[src/rtl/jtcontra_snd_cen_irq_if.sv]
// jtcontra_snd_cen_irq_if: ratio, strobe and IRQ signals of the Contra sound timing helper
interface jtcontra_snd_cen_irq_if;
  logic [9:0] n;
  logic [9:0] m;
  logic [1:0] cen;
  logic [1:0] cenb;
  logic       irq_sig;
  logic       irq_clr;
  logic       irq_set;
  logic       irq_n;
  modport master (output n, m, irq_sig, irq_clr, irq_set, input cen, cenb, irq_n);
  modport slave  (input n, m, irq_sig, irq_clr, irq_set, output cen, cenb, irq_n);
endinterface

[src/rtl/jtcontra_snd_cen_irq.sv]
// jtcontra_snd_cen_irq: fractional n/m clock enables for the FM chip and edge-latched sound CPU IRQ
module jtcontra_snd_cen_irq (
  input logic                    clk,
  input logic                    rst,
  jtcontra_snd_cen_irq_if.slave  io_snd
);
  logic [10:0] r_cnt;
  logic        r_half;
  logic [1:0]  r_edgecnt;
  logic [1:0]  r_cen;
  logic [1:0]  r_cenb;
  logic        r_q;
  logic        r_last;
  logic [10:0] w_n;
  logic [10:0] w_m;
  logic [10:0] w_next;
  logic        w_over;
  logic        w_halfway;
  logic        w_insane;
  logic        w_tog0;
  assign w_n       = {1'b0, io_snd.n};
  assign w_m       = {1'b0, io_snd.m};
  assign w_next    = r_cnt + w_n;
  assign w_over    = w_next >= w_m;
  assign w_halfway = (w_next >= {2'b0, io_snd.m[9:1]}) && !r_half;
  assign w_insane  = r_cnt >= (w_m + w_n);
  // bit 0 of (edgecnt+1) & ~edgecnt: set on even edge counts, so cen[1] marks the odd-numbered cen[0]
  assign w_tog0    = ~r_edgecnt[0];
  always_ff @(posedge clk) begin
    if (rst) begin
      r_cnt     <= '0;
      r_half    <= 1'b0;
      r_edgecnt <= '0;
      r_cen     <= '0;
      r_cenb    <= '0;
    end else begin
      r_cen  <= '0;
      r_cenb <= '0;
      if (w_insane) begin
        r_cnt <= '0;
      end else begin
        if (w_halfway) begin
          r_cenb <= {w_tog0, 1'b1};
          r_half <= 1'b1;
        end
        if (w_over) begin
          r_cnt     <= w_next - w_m;
          r_half    <= 1'b0;
          r_edgecnt <= r_edgecnt + 2'd1;
          r_cen     <= {w_tog0, 1'b1};
        end else begin
          r_cnt <= w_next;
        end
      end
    end
  end
  // last tracks irq_sig even in reset so a level held high across reset is not an edge
  always_ff @(posedge clk) begin
    r_last <= io_snd.irq_sig;
    if (rst) r_q <= 1'b0;
    else if (io_snd.irq_clr) r_q <= 1'b0;
    else if (io_snd.irq_set || (io_snd.irq_sig && !r_last)) r_q <= 1'b1;
  end
  assign io_snd.cen   = r_cen;
  assign io_snd.cenb  = r_cenb;
  assign io_snd.irq_n = ~r_q;
endmodule

[src/flat_wrapper.sv]
// flat-port wrapper written by rule: the top's interface ports become plain ports
module jtcontra_snd_cen_irq_flat 
  (clk, rst, io_snd_n, io_snd_m, io_snd_irq_sig, io_snd_irq_clr, io_snd_irq_set, io_snd_cen, io_snd_cenb, io_snd_irq_n);
  jtcontra_snd_cen_irq_if io_snd_i ();
  input logic clk;
  input logic rst;
  input wire logic [$bits(io_snd_i.n)-1:0] io_snd_n;
  input wire logic [$bits(io_snd_i.m)-1:0] io_snd_m;
  input wire logic [$bits(io_snd_i.irq_sig)-1:0] io_snd_irq_sig;
  input wire logic [$bits(io_snd_i.irq_clr)-1:0] io_snd_irq_clr;
  input wire logic [$bits(io_snd_i.irq_set)-1:0] io_snd_irq_set;
  output wire logic [$bits(io_snd_i.cen)-1:0] io_snd_cen;
  output wire logic [$bits(io_snd_i.cenb)-1:0] io_snd_cenb;
  output wire logic [$bits(io_snd_i.irq_n)-1:0] io_snd_irq_n;
  assign io_snd_i.n = io_snd_n;
  assign io_snd_i.m = io_snd_m;
  assign io_snd_i.irq_sig = io_snd_irq_sig;
  assign io_snd_i.irq_clr = io_snd_irq_clr;
  assign io_snd_i.irq_set = io_snd_irq_set;
  assign io_snd_cen = io_snd_i.cen;
  assign io_snd_cenb = io_snd_i.cenb;
  assign io_snd_irq_n = io_snd_i.irq_n;
  jtcontra_snd_cen_irq u_core (.clk(clk), .rst(rst), .io_snd(io_snd_i));
endmodule
[config.mk]
export PLATFORM = sky130hd
export DESIGN_NAME = jtcontra_snd_cen_irq_flat
export DESIGN_NICKNAME = d
export VERILOG_FILES = /design/src/rtl/jtcontra_snd_cen_irq_if.sv /design/src/rtl/jtcontra_snd_cen_irq.sv /design/src/flat_wrapper.sv
export SDC_FILE = /design/constraint.sdc
export NUM_CORES = 1
export LEC_CHECK = 0
export CORE_ASPECT_RATIO = 1.5
export CORE_MARGIN = 8
export CORE_UTILIZATION = 51
export CTS_CLUSTER_DIAMETER = 60
export DETAILED_ROUTE_END_ITERATION = 12
export GPL_ROUTABILITY_DRIVEN = 0
export PLACE_DENSITY_LB_ADDON = 0.1
export SYNTH_ARGS = -nofsm -noshare
export SYNTH_HDL_FRONTEND = slang
export SYNTH_SLANG_ARGS = --single-unit
[constraint.sdc]
create_clock -name clk -period 3.5 [get_ports clk]
set_input_delay 0.525 -clock clk [delete_from_list [all_inputs] [get_ports clk]]
set_output_delay 0.525 -clock clk [all_outputs]
set_load 0.02 [all_outputs]
# Word level (Yosys, flattened, before mapping)
# Cells that the tools add are included.
totals:
  in_bits: 25
  elab_cells: 38
  out_inout_bits: 5
  regBits: 20
op_classes:
  n_mux: 5
  n_bitwise: 5
  add_sub_neg: 4
  n_lt_le_gt_ge: 3
  n_reduce_logical: 12
op_table:
  columns: ["op", "count"]
  rows:
  - ["adder 10 x 10 -> 11 bit", 1]
  - ["adder 11 x 10 -> 11 bit", 1]
  - [">= comparator 11 x 10 -> 1 bit", 1]
  - [">= comparator 11 bit", 1]
  - [">= comparator 11 x 9 -> 1 bit", 1]
  - ["2-to-1 mux 11 bit", 1]
  - ["subtractor 11 x 10 -> 11 bit", 1]
  - ["OR reduction 3 bit", 2]
  - ["NOT 1 bit", 5]
  - ["2-to-1 mux 1 bit", 4]
  - ["AND reduction 2 bit", 2]
  - ["OR reduction 2 bit", 2]
  - ["adder 2 x 1 -> 2 bit, second input constant", 1]
  - ["logical AND 1 bit", 2]
  - ["logical NOT 1 bit", 2]
  - ["nonzero test 2 bit", 1]
  - ["logical OR 1 bit", 1]

# Depth between registers and ports, before layout
# Gate-level depths: netlist (run 1).
depth:
  ltp_word: 5
  ltp_mapped: 18

# Worst setup path before layout (run 1)
# OpenSTA, ideal clock, no wires.
synth_timing:
  path_kind: "input -> register"
  start: "input port io_snd_m[1]"
  end: "register u_core.r_cen[1], in the netlist u_core.io_snd.cen[1]"
  arrival_time_ps: 3388
  setup_slack_ps: -17
  path_stages: 15
  cell_sequence: "ha_1 -> a21o_1 -> a21oi_1 -> o21ai_1 -> a2111o_1 -> a31o_2 -> a21oi_1 -> xor2_1 -> ha_1 -> nand4_1 -> nor3_1 -> a211oi_2 -> nand2b_1 -> clkbuf_1 -> nor3_1"
synth_between:
  elab_chain_cells: 3
  elab_cells_between_ends: 5
  classes_between: "add/sub: 1; order compare: 2; bitwise: 1; reduce/logical: 1"
synth_lines:
  columns: ["element", "line_no", "rtl"]
  rows:
  - ["start, declared", "flat_wrapper.sv:8", "input wire logic [$bits(io_snd_i.m)-1:0] io_snd_m;"]
  - ["adder 10 x 10 -> 11 bit or >= comparator 11 x 10 -> 1 bit (tied branches)", "jtcontra_snd_cen_irq.sv:26, jtcontra_snd_cen_irq.sv:24", null]
  - [">= comparator 11 bit or NOT 1 bit (tied branches)", null, null]
  - ["OR reduction 3 bit (no source line) (*)", null, null]
  - ["end signal, assigned", "jtcontra_snd_cen_irq.sv:50", "r_cen <= {w_tog0, 1'b1};"]
  - ["end, declared", "jtcontra_snd_cen_irq.sv:10", "logic [1:0] r_cen;"]
# Every way passes the cells marked *; elsewhere a longest branch is shown, timed or not.
# A chain may end at the register's enable or synchronous reset.

# Worst setup path after layout (run 1)
layout_timing:
  start: "input port io_snd_m[2]"
  end: "register u_core.r_cenb[1], in the netlist u_core.io_snd.cenb[1]"
layout_between:
  elab_chain_cells: 4
  elab_cells_between_ends: 6
  classes_between: "add/sub: 1; order compare: 2; bitwise: 1; reduce/logical: 2"
layout_lines:
  columns: ["element", "line_no", "rtl"]
  rows:
  - ["parallel branches: the longest is 3 deep, another holds adder 10 x 10 -> 11 bit", null, null]
  - ["OR reduction 3 bit (no source line) (*)", null, null]
  - ["end signal, assigned", "jtcontra_snd_cen_irq.sv:43", "r_cenb <= {w_tog0, 1'b1};"]
  - ["end, declared", "jtcontra_snd_cen_irq.sv:11", "logic [1:0] r_cenb;"]
# Mark *: on every way between the ends.

==> results of run 1 <==
==> critical path, delay by kind of cell <==
kind	cells	cell delay, ns
and+or+nand+nor	2	0.30
adders and majority gates	2	0.57
xor gates and xnor gates	1	0.16
AOI/OAI and AO/OA	9	1.98
buffers and inverters	1	0.29
==> cell families (layout without fill, tap and decap cells) <==
kind of cell	after synthesis	in the layout	share of synthesized area [%]
AND/OR/NAND/NOR	72	72	16.3
adder cells (fa/ha/maj)	53	53	28.3
flip-flops	19	19	15.7
multiplexers	2	2	0.826
XOR/XNOR	20	20	7.22
buffers and inverters	31	147	5.26
AO/OA/AOI/OAI	93	93	26.5
==> Yosys cell counts (all sizes together), types with 3 or more instances <==
master / count
nand2: 8
a21oi: 30
o21ai: 13
nor2: 15
inv: 27
nand2b: 6
nor3: 11
dfxtp: 19
and3: 3
fa: 3
nor2b: 7
o22ai: 3
a21o: 11
nand3: 9
xnor2: 12
xor2: 8
o211ai: 5
a211oi: 7
ha: 50
==> layer usage <==
metal | vias to the layer above | GRT usage (%)
met1 | 1288 | 19.9
met4 | 0 | 11.5
li1 | 1306 | -
met5 | - | 0
met3 | 25 | 2.99
met2 | 81 | 37.5
==> state kept, by name, indices dropped and copies added, names as in the netlist <==
| register | cells |
|---|---|
| u_core.r_last | 1 |
| u_core.io_snd.cen | 2 |
| u_core.io_snd.cenb | 2 |
| u_core.r_edgecnt | 1 |
| u_core.r_half | 1 |
| u_core.r_cnt | 11 |
| u_core.r_q | 1 |
==> power by group through the flow <==
stage	logic, mW	clock network, mW	registers (mW)
2_1_floorplan	1.37	0	0.355
3_3_place_gp	2.31	0	0.353
3_5_place_dp	2.37	0	0.353
4_1_cts	2.49	0.170	0.352
5_1_grt	2.93	0.178	0.362
6_report	2.71	0.173	0.356
==> timing repair <==
item,in CTS,in global routing
setup buffers,5,2
setup endpoints to repair,17,17
cloned,0,1
pin swaps,30,18
resized for setup,45,33
==> worst min-delay path by stage <==
stage | start | to | depth (start not counted) | slack, ns
after CTS | u_core.r_edgecnt[0] | u_core.io_snd.cenb[1] | 1 | 0.50
after global placement | u_core.r_half | u_core.io_snd.cenb[0] | 1 | 0.44
after global routing | u_core.r_edgecnt[0] | u_core.io_snd.cenb[1] | 1 | 0.53
final | u_core.r_edgecnt[0] | u_core.io_snd.cenb[1] | 1 | 0.51
after floorplan | u_core.r_half | u_core.io_snd.cenb[0] | 1 | 0.43
after detailed placement | u_core.r_half | u_core.io_snd.cenb[0] | 1 | 0.45
==> final cells by class <==
class                   count  area, sq um  area share, %
repair buffers            116          946           25.5
inverters                  27          101           2.74
flip-flops and latches     19          382           10.3
well taps                  64         80.1           2.16
clock buffers               3         41.3           1.11
multi-input cells         240         2150           57.9
clock inverters             1         7.51          0.203
==> per-stage QoR <==
stage / utilization [%] / instance area (sq um)
after global placement: 74.0 / 3360
after floorplan: - / 2430
after CTS: 78.0 / 3540
after global routing: 81.5 / 3700
after detailed placement: 74.0 / 3360
final: 81.5 / 3700
==> summary.txt, run 1 <==
Cells and area
  – ANT cells: 0
  – Share of cells above drive strength 1: 35.2%
  – Post-route insts no fill: 470
  – Layout area overhead: 52.7%
  – # nets final: 485
  – Filler cells: 286
  – Leading cell types in the layout, fill and taps excluded: buf_4 (85), ha_1 (43), inv_1 (24)
  – Commonest non-fill, non-tap cell in the layout: buf_4

Critical path
  – Reg-to-reg startpoint: u_core.r_cnt[0]
  – Slowest stage cell on the critical path: a2111o_1
  – Data required, critical path: 3.71 ns
  – Reg2reg setup slack: 0.01 ns
  – Critical Path AT: 3.83 ns
  – Worst R2R End: u_core.r_cnt[6]
  – Startpoint type of the worst setup path: primary input
  – Crit Path Class: primary input to flip-flop
  – Setup crit end kind: flip-flop
  – Critical Path Max Stage Delay: 0.44 ns
  – Most frequent cell on the critical path: a21oi_2
  – Worst-path maximum fanout: 5
  – CP endpoint: u_core.io_snd.cenb[1]
  – Setup crit start: io_snd_m[2]
  – Critical-path cell list: dlygate4sd2_1 > ha_4 > a21oi_4 > o21ai_2 > a2111o_1 > a31o_2 > a21oi_2 > xor2_1 > ha_1 > a21oi_2 > o22ai_2 > a211oi_4 > nand2b_4 > a311oi_2 > nor2b_1
  – R2R depth: 16

Timing
  – Count of final setup violators: 4
  – Clock skew: 0.0121 ns
  – Fmax: 276 MHz
  – Max-slew violations: 0
  – Max-slew headroom: 73.9%
  – Worst Slack Setup Final: -0.117 ns
  – Period utilisation layout: 103%
  – Setup TNS: -0.312 ns
  – Final hold slack: 0.508 ns
  – RSZ-0062 raised after global routing: true
  – Endpoints failing hold: 0
  – Slew @ Worst Pin: 0.389 ns
  – Min Tclk post-route: 3.62 ns

Drt
  – Met3 routed WL: 332 um
  – Wl on met1: 2930 um
  – Pre-antenna DRT Iters: 4
  – Initial DRC Count: 98
  – Post-route ant nets: 0
  – DR vias: 2700
  – Max Used Layer: met4
  – Routed length per instance: 17.2 um
  – Vias/cell: 5.74
  – WL final: 8060 um
  – Met2 wire len: 4450 um
  – Detailed-route DRC error count: 0

Power and ir drop
  – Comb pwr share: 83.7%
  – Clk pwr share: 5.3%
  – Power consumption: 3.24 mW
  – Sw Pwr: 1.48 mW
  – LEAKAGE: 1.79 nW
  – Internal power: 1.76 mW
  – IR drop worst, VDD: 0.570 mV
  – Pwr dens: 876 mW/mm^2
  – Seq pwr share: 11.0%
  – Sw Share: 45.7%

CTS
  – CTS H-tree lvls: 1
  – Clk slew on worst S/H paths: 0.08 ns
  – CTS root buffer: clkbuf_8
  – Longest Clk Path Bufs: 2
  – Worst skew pair latency: 0.28 ns
  – Inserted Clock Buffers: 3
  – CTS tree: yes
  – Cts hold-fix bufs: 0
  – Clk sink count: 19

Placement
  – Cells after DPL: 458
  – IO Port Bufs: 29
  – Pre-CTS setup slack: -0.894 ns
  – Post-DP HPWL: 5810 um

Synthesis
  – Synth area leader: ha_1
  – Synth top area cells: ha_1 (26%), dfxtp_1 (16%), a21oi_1 (6.2%)
  – Yosys cell types: 56
  – Flops & latches, synth: 19
  – Post-synthesis sequential area ratio: 15.7%
  – Synth Flop Type: dfxtp_1
  – Area fraction of the dominant cell type after synthesis: 25.8%
  – YS warnings: 0
  – Cells after Synth: 290
  – Fraction of registers with async set or reset after synthesis: 0%
  – Mapped cell area: 0.00242 sq mm
  – Syn avg cell area: 8.36 sq um
  – Mapped Nets: 368
  – Post-synth EDFFs: 0

Floorplan
  – Initial core utilization: 53.4%
  – # IOs: 30
  – DIE HEIGHT: 100 um
  – Core ar.: 0.00454 sq mm
  – Die W: 72.3 um
  – Row count: 30
  – Die Footprint: 0.00726 sq mm

Global route
  – Initial antenna violation count: 0
  – Largest net degree at the start of global routing: 13
  – Vias in the first global route: 2655
  – Global-route wire length before repair: 11600 um
  – GR Util All Layers: 20.0%
  – GRT overflow: 0

Job
  – Max-Cap Viols: 0

Outcome
  – Violated checks: setup timing
  – Status: finished, violations left

Hold path
  – Hold WC Path Type: flip-flop to flip-flop
No activity file was read; power rests on OpenSTA's default activity.
==> run 2: changes to the inputs <==
Settings changed: ABC_CLOCK_PERIOD_IN_PS set to 3500.
==> results of run 2 <==
The final DEF is identical to that of run 1; final timing and power are the same.
==> run 3: changes to the inputs <==
Settings changed: ABC_AREA set to 1, ABC_CLOCK_PERIOD_IN_PS 3500 to 4400, CORE_UTILIZATION 51 to 35.
Clock period 3.5 ns to 4.4 ns, I/O delays scaled along.
==> run 3 against run 2 <==
  * The flow now finishes without violations
  * Highest routed layer unchanged
  * Clock-buffer cell count unchanged
  * Largest cell class unchanged
  * Largest power group unchanged
  * Synthesized area up 8.1%
  * Clock skew fell by 0.0075 ns
  * Non-clock buffer count decreased by 79
  * Critical path type unchanged
  * Critical path depth rose by 4
  * Setup slack better by 0.43 ns
  * Clock power shrank 29%
  * Design area shrank 16%
  * Wire length is 10% lower
  * Critical endpoint is now u_core.r_cnt[6]
==> summary.txt, run 3 <==
Hold path
  – Hold WC Path Type: flip-flop to flip-flop (unchanged)

Synthesis
  – Most frequent cells after synthesis: nand2_1 (97), inv_1 (62), ha_1 (50), nor2_1 (36), a21oi_1 (31) (was ha_1 (50), a21oi_1 (30), inv_1 (27), dfxtp_1 (19), nor2_1 (15))
  – Post-synth EDFFs: 0 (unchanged)
  – YS warnings: 0 (unchanged)
  – Synth area leader: ha_1 (unchanged)
  – Yosys cell types: 33 (was 56)
  – Fraction of registers with async set or reset after synthesis: 0% (unchanged)
  – Combinational family with the most area after synthesis: simple AND/OR/NAND/NOR gates (was adder cells)
  – Cell with the most instances after synthesis: nand2_1 (was ha_1)
  – Mapped cell area: 0.00262 sq mm (was 0.00242 sq mm)
  – Mapped Nets: 470 (was 368)
  – Post-synthesis sequential area ratio: 14.5% (was 15.7%)
  – Synth Area in Compound Gates: 14.2% (was 26.5%)
  – Cells after Synth: 392 (was 290)
  – Syn avg cell area: 6.69 sq um (was 8.36 sq um)
  – Synth Flop Type: dfxtp_1 (unchanged)
  – Post-synthesis adder-cell area fraction: 26.2% (was 28.3%)
  – Synth top area cells: ha_1 (24%), dfxtp_1 (15%), nand2_1 (14%) (was ha_1 (26%), dfxtp_1 (16%), a21oi_1 (6.2%))
  – Synth Area in Simple Gates: 29.2% (was 16.3%)
  – XOR/XNOR share of the synthesized area: 6.35% (was 7.22%)
  – Area fraction of the dominant cell type after synthesis: 23.9% (was 25.8%)
  – Mux share of post-synthesis cell area: 0% (was 0.826%)
  – Flops & latches, synth: 19 (unchanged)

CTS
  – Clk sink count: 19 (unchanged)
  – CTS root buffer: clkbuf_8 (unchanged)
  – Longest Clk Path Bufs: 2 (unchanged)
  – Post-CTS Setup Repair Bufs: 0 (was 5)
  – Cts hold-fix bufs: 0 (unchanged)
  – Resized cells post-CTS: 0 (was 45)
  – Clk slew on worst S/H paths: 0.07 ns (was 0.08 ns)
  – CTS tree: yes (unchanged)
  – CTS H-tree lvls: 1 (unchanged)
  – Inserted Clock Buffers: 3 (unchanged)
  – Worst skew pair latency: 0.26 ns (was 0.28 ns)

Floorplan
  – # IOs: 30 (unchanged)
  – Core ar.: 0.00727 sq mm (was 0.00454 sq mm)
  – DIE HEIGHT: 122 um (was 100 um)
  – Die Footprint: 0.0106 sq mm (was 0.00726 sq mm)
  – Die W: 86.7 um (was 72.3 um)
  – Row count: 38 (was 30)
  – Initial core utilization: 36.0% (was 53.4%)

Cells and area
  – Largest Register: u_core.r_cnt (unchanged)
  – Area occupied by multi-input gates: 0.00199 sq mm (was 0.00215 sq mm)
  – ANT cells: 0 (unchanged)
  – Share of cells above drive strength 1: 6.73% (was 35.2%)
  – Largest register FFs: 11 (unchanged)
  – Filler cells: 799 (was 286)
  – Layout area overhead: 19.2% (was 52.7%)
  – Fin util: 42.9% (was 81.5%)
  – Commonest non-fill, non-tap cell in the layout: nand2_1 (was buf_4)
  – Leading cell types in the layout, fill and taps excluded: nand2_1 (97), inv_1 (62), ha_1 (50) (was buf_4 (85), ha_1 (43), inv_1 (24))
  – # nets final: 510 (was 485)
  – Register area: 380 sq um (was 382 sq um)

Outcome
  – Status: completed (was finished, violations left)

Drt
  – Post-route ant nets: 0 (unchanged)
  – DR vias: 2574 (was 2700)
  – Routed length per instance: 13.7 um (was 17.2 um)
  – Initial DRC Count: 66 (was 98)
  – Pre-antenna DRT Iters: 4 (unchanged)
  – Vias/cell: 4.85 (was 5.74)
  – WL final: 7250 um (was 8060 um)
  – Detailed-route DRC error count: 0 (unchanged)

Power and ir drop
  – IR drop worst, VDD: 0.247 mV (was 0.570 mV)
  – LEAKAGE: 1.68 nW (was 1.79 nW)
  – Power consumption: 2.06 mW (was 3.24 mW)
  – Pwr dens: 658 mW/mm^2 (was 876 mW/mm^2)

Timing
  – Max-slew headroom: 76.3% (was 73.9%)
  – Endpoints failing hold: 0 (unchanged)
  – Final hold slack: 0.446 ns (was 0.508 ns)
  – Setup TNS: 0 ns (was -0.312 ns)
  – Count of final setup violators: 0 (was 4)
  – Fmax: 245 MHz
  – Clock skew: 0.00458 ns (was 0.0121 ns)
  – Min Tclk post-route: 4.08 ns
  – RSZ-0062 raised after global routing: false (was true)
  – Slew @ Worst Pin: 0.353 ns (was 0.389 ns)
  – Max-slew violations: 0 (unchanged)
  – Period utilisation layout: 92.8%

Critical path
  – Worst-path maximum fanout: 11 (was 5)
  – Startpoint type of the worst setup path: primary input (unchanged)
  – Crit Path Class: primary input to flip-flop (unchanged)
  – Slowest stage cell on the critical path: clkdlybuf4s50_1 (was a2111o_1)
  – Most frequent cell on the critical path: nand2_1 (was a21oi_2)
  – Worst path bufs/invs: 2 (was 1)
  – CP top delay family: compound AO/OA/AOI/OAI gates (unchanged)
  – Data required, critical path: 4.60 ns (was 3.71 ns)
  – Setup crit end kind: flip-flop (unchanged)
  – Critical Path AT: 4.28 ns (was 3.83 ns)
  – Critical Path Max Stage Delay: 0.45 ns (was 0.44 ns)
  – Critical-path cell list: clkdlybuf4s50_1 > ha_1 > a21oi_1 > o21ai_0 > a21oi_1 > nor2_1 > o21ai_0 > nand2_1 > nand2_1 > nand2_1 > ha_1 > a21oi_1 > o21a_1 > nand3_1 > nor2_1 > nand2_1 > inv_1 > o21ai_0 > nor2_2 (was dlygate4sd2_1 > ha_4 > a21oi_4 > o21ai_2 > a2111o_1 > a31o_2 > a21oi_2 > xor2_1 > ha_1 > a21oi_2 > o22ai_2 > a211oi_4 > nand2b_4 > a311oi_2 > nor2b_1)

Global route
  – Vias in the first global route: 2828 (was 2655)
  – GRT overflow: 0 (unchanged)
  – Global-route wire length before repair: 12700 um (was 11600 um)
  – Largest net degree at the start of global routing: 16 (was 13)
  – GR Util All Layers: 15.0% (was 20.0%)
  – Initial antenna violation count: 0 (unchanged)

Placement
  – Post-DP HPWL: 6590 um (was 5810 um)
  – IO Port Bufs: 29 (unchanged)

Job
  – Max-Cap Viols: 0 (unchanged)
run 3: layout make-up:
class | instances | area share [%]
clock inverters | 1 | 0.160
repair buffers | 37 | 11.2
inverters | 62 | 7.45
clock buffers | 3 | 1.32
flip-flops and latches | 19 | 12.2
well taps | 100 | 4.00
multi-input cells | 309 | 63.7
run 3: layer usage:
metal  wire length [um]  global-route usage [%]  up-vias
met5                  0                       0        -
met4                292                    7.79        0
met3                140                    1.08       21
met2               4020                    29.4       42
met1               2800                    15.1     1155
li1                   -                       -     1356
run 3: path summary, 6_finish.rpt:
check	cells after the start	end	slack, ns	from
worst max-delay path	19	u_core.r_cnt[6]	0.32	io_snd_m[3]
worst min-delay path	1	u_core.io_snd.cen[1]	0.45	u_core.r_edgecnt[0]
worst max register to register	17	u_core.r_cnt[8]	1.35	u_core.r_cnt[0]
worst min register to register	1	u_core.io_snd.cen[1]	0.45	u_core.r_edgecnt[0]
run 3: cells by family (layout without fill, tap and decap cells):
kind of cell	count (synthesis)	after routing
buf+inv	64	103
compound gates	62	62
xor+xnor	19	19
fa+ha+maj	53	53
flops	19	19
simple gates	175	175
run 3: power breakdown:
group | internal (mW) | total [mW] | switching (mW)
clock | 0.0629 | 0.122 | 0.0587
sequential | 0.237 | 0.272 | 0.0357
combinational | 0.678 | 1.66 | 0.983
total | 0.978 | 2.06 | 1.08
run 3: stage by stage:
stage	setup WS [ns]	cell area, sq um	cells
detailed placement	0.0209	3080	527
floorplan	1.28	2620	392
finish	0.318	3120	531
CTS	0.271	3120	531
global route	0.0135	3120	531
global placement	0.0221	3080	527
run 3: worst register-to-register path, stage by stage, from the launching register on:
cell,delay (ns)
dfxtp_1,0.34
ha_1,0.16
inv_1,0.06
fa_1,0.45
inv_1,0.10
a21oi_1,0.09
o21bai_1,0.17
xor2_1,0.27
ha_1,0.33
nand2_1,0.11
nor2_1,0.06
nand3_1,0.08
nand3_1,0.09
nand2_1,0.13
nand3_4,0.19
buf_4,0.19
nor2_1,0.09
nor2_1,0.05
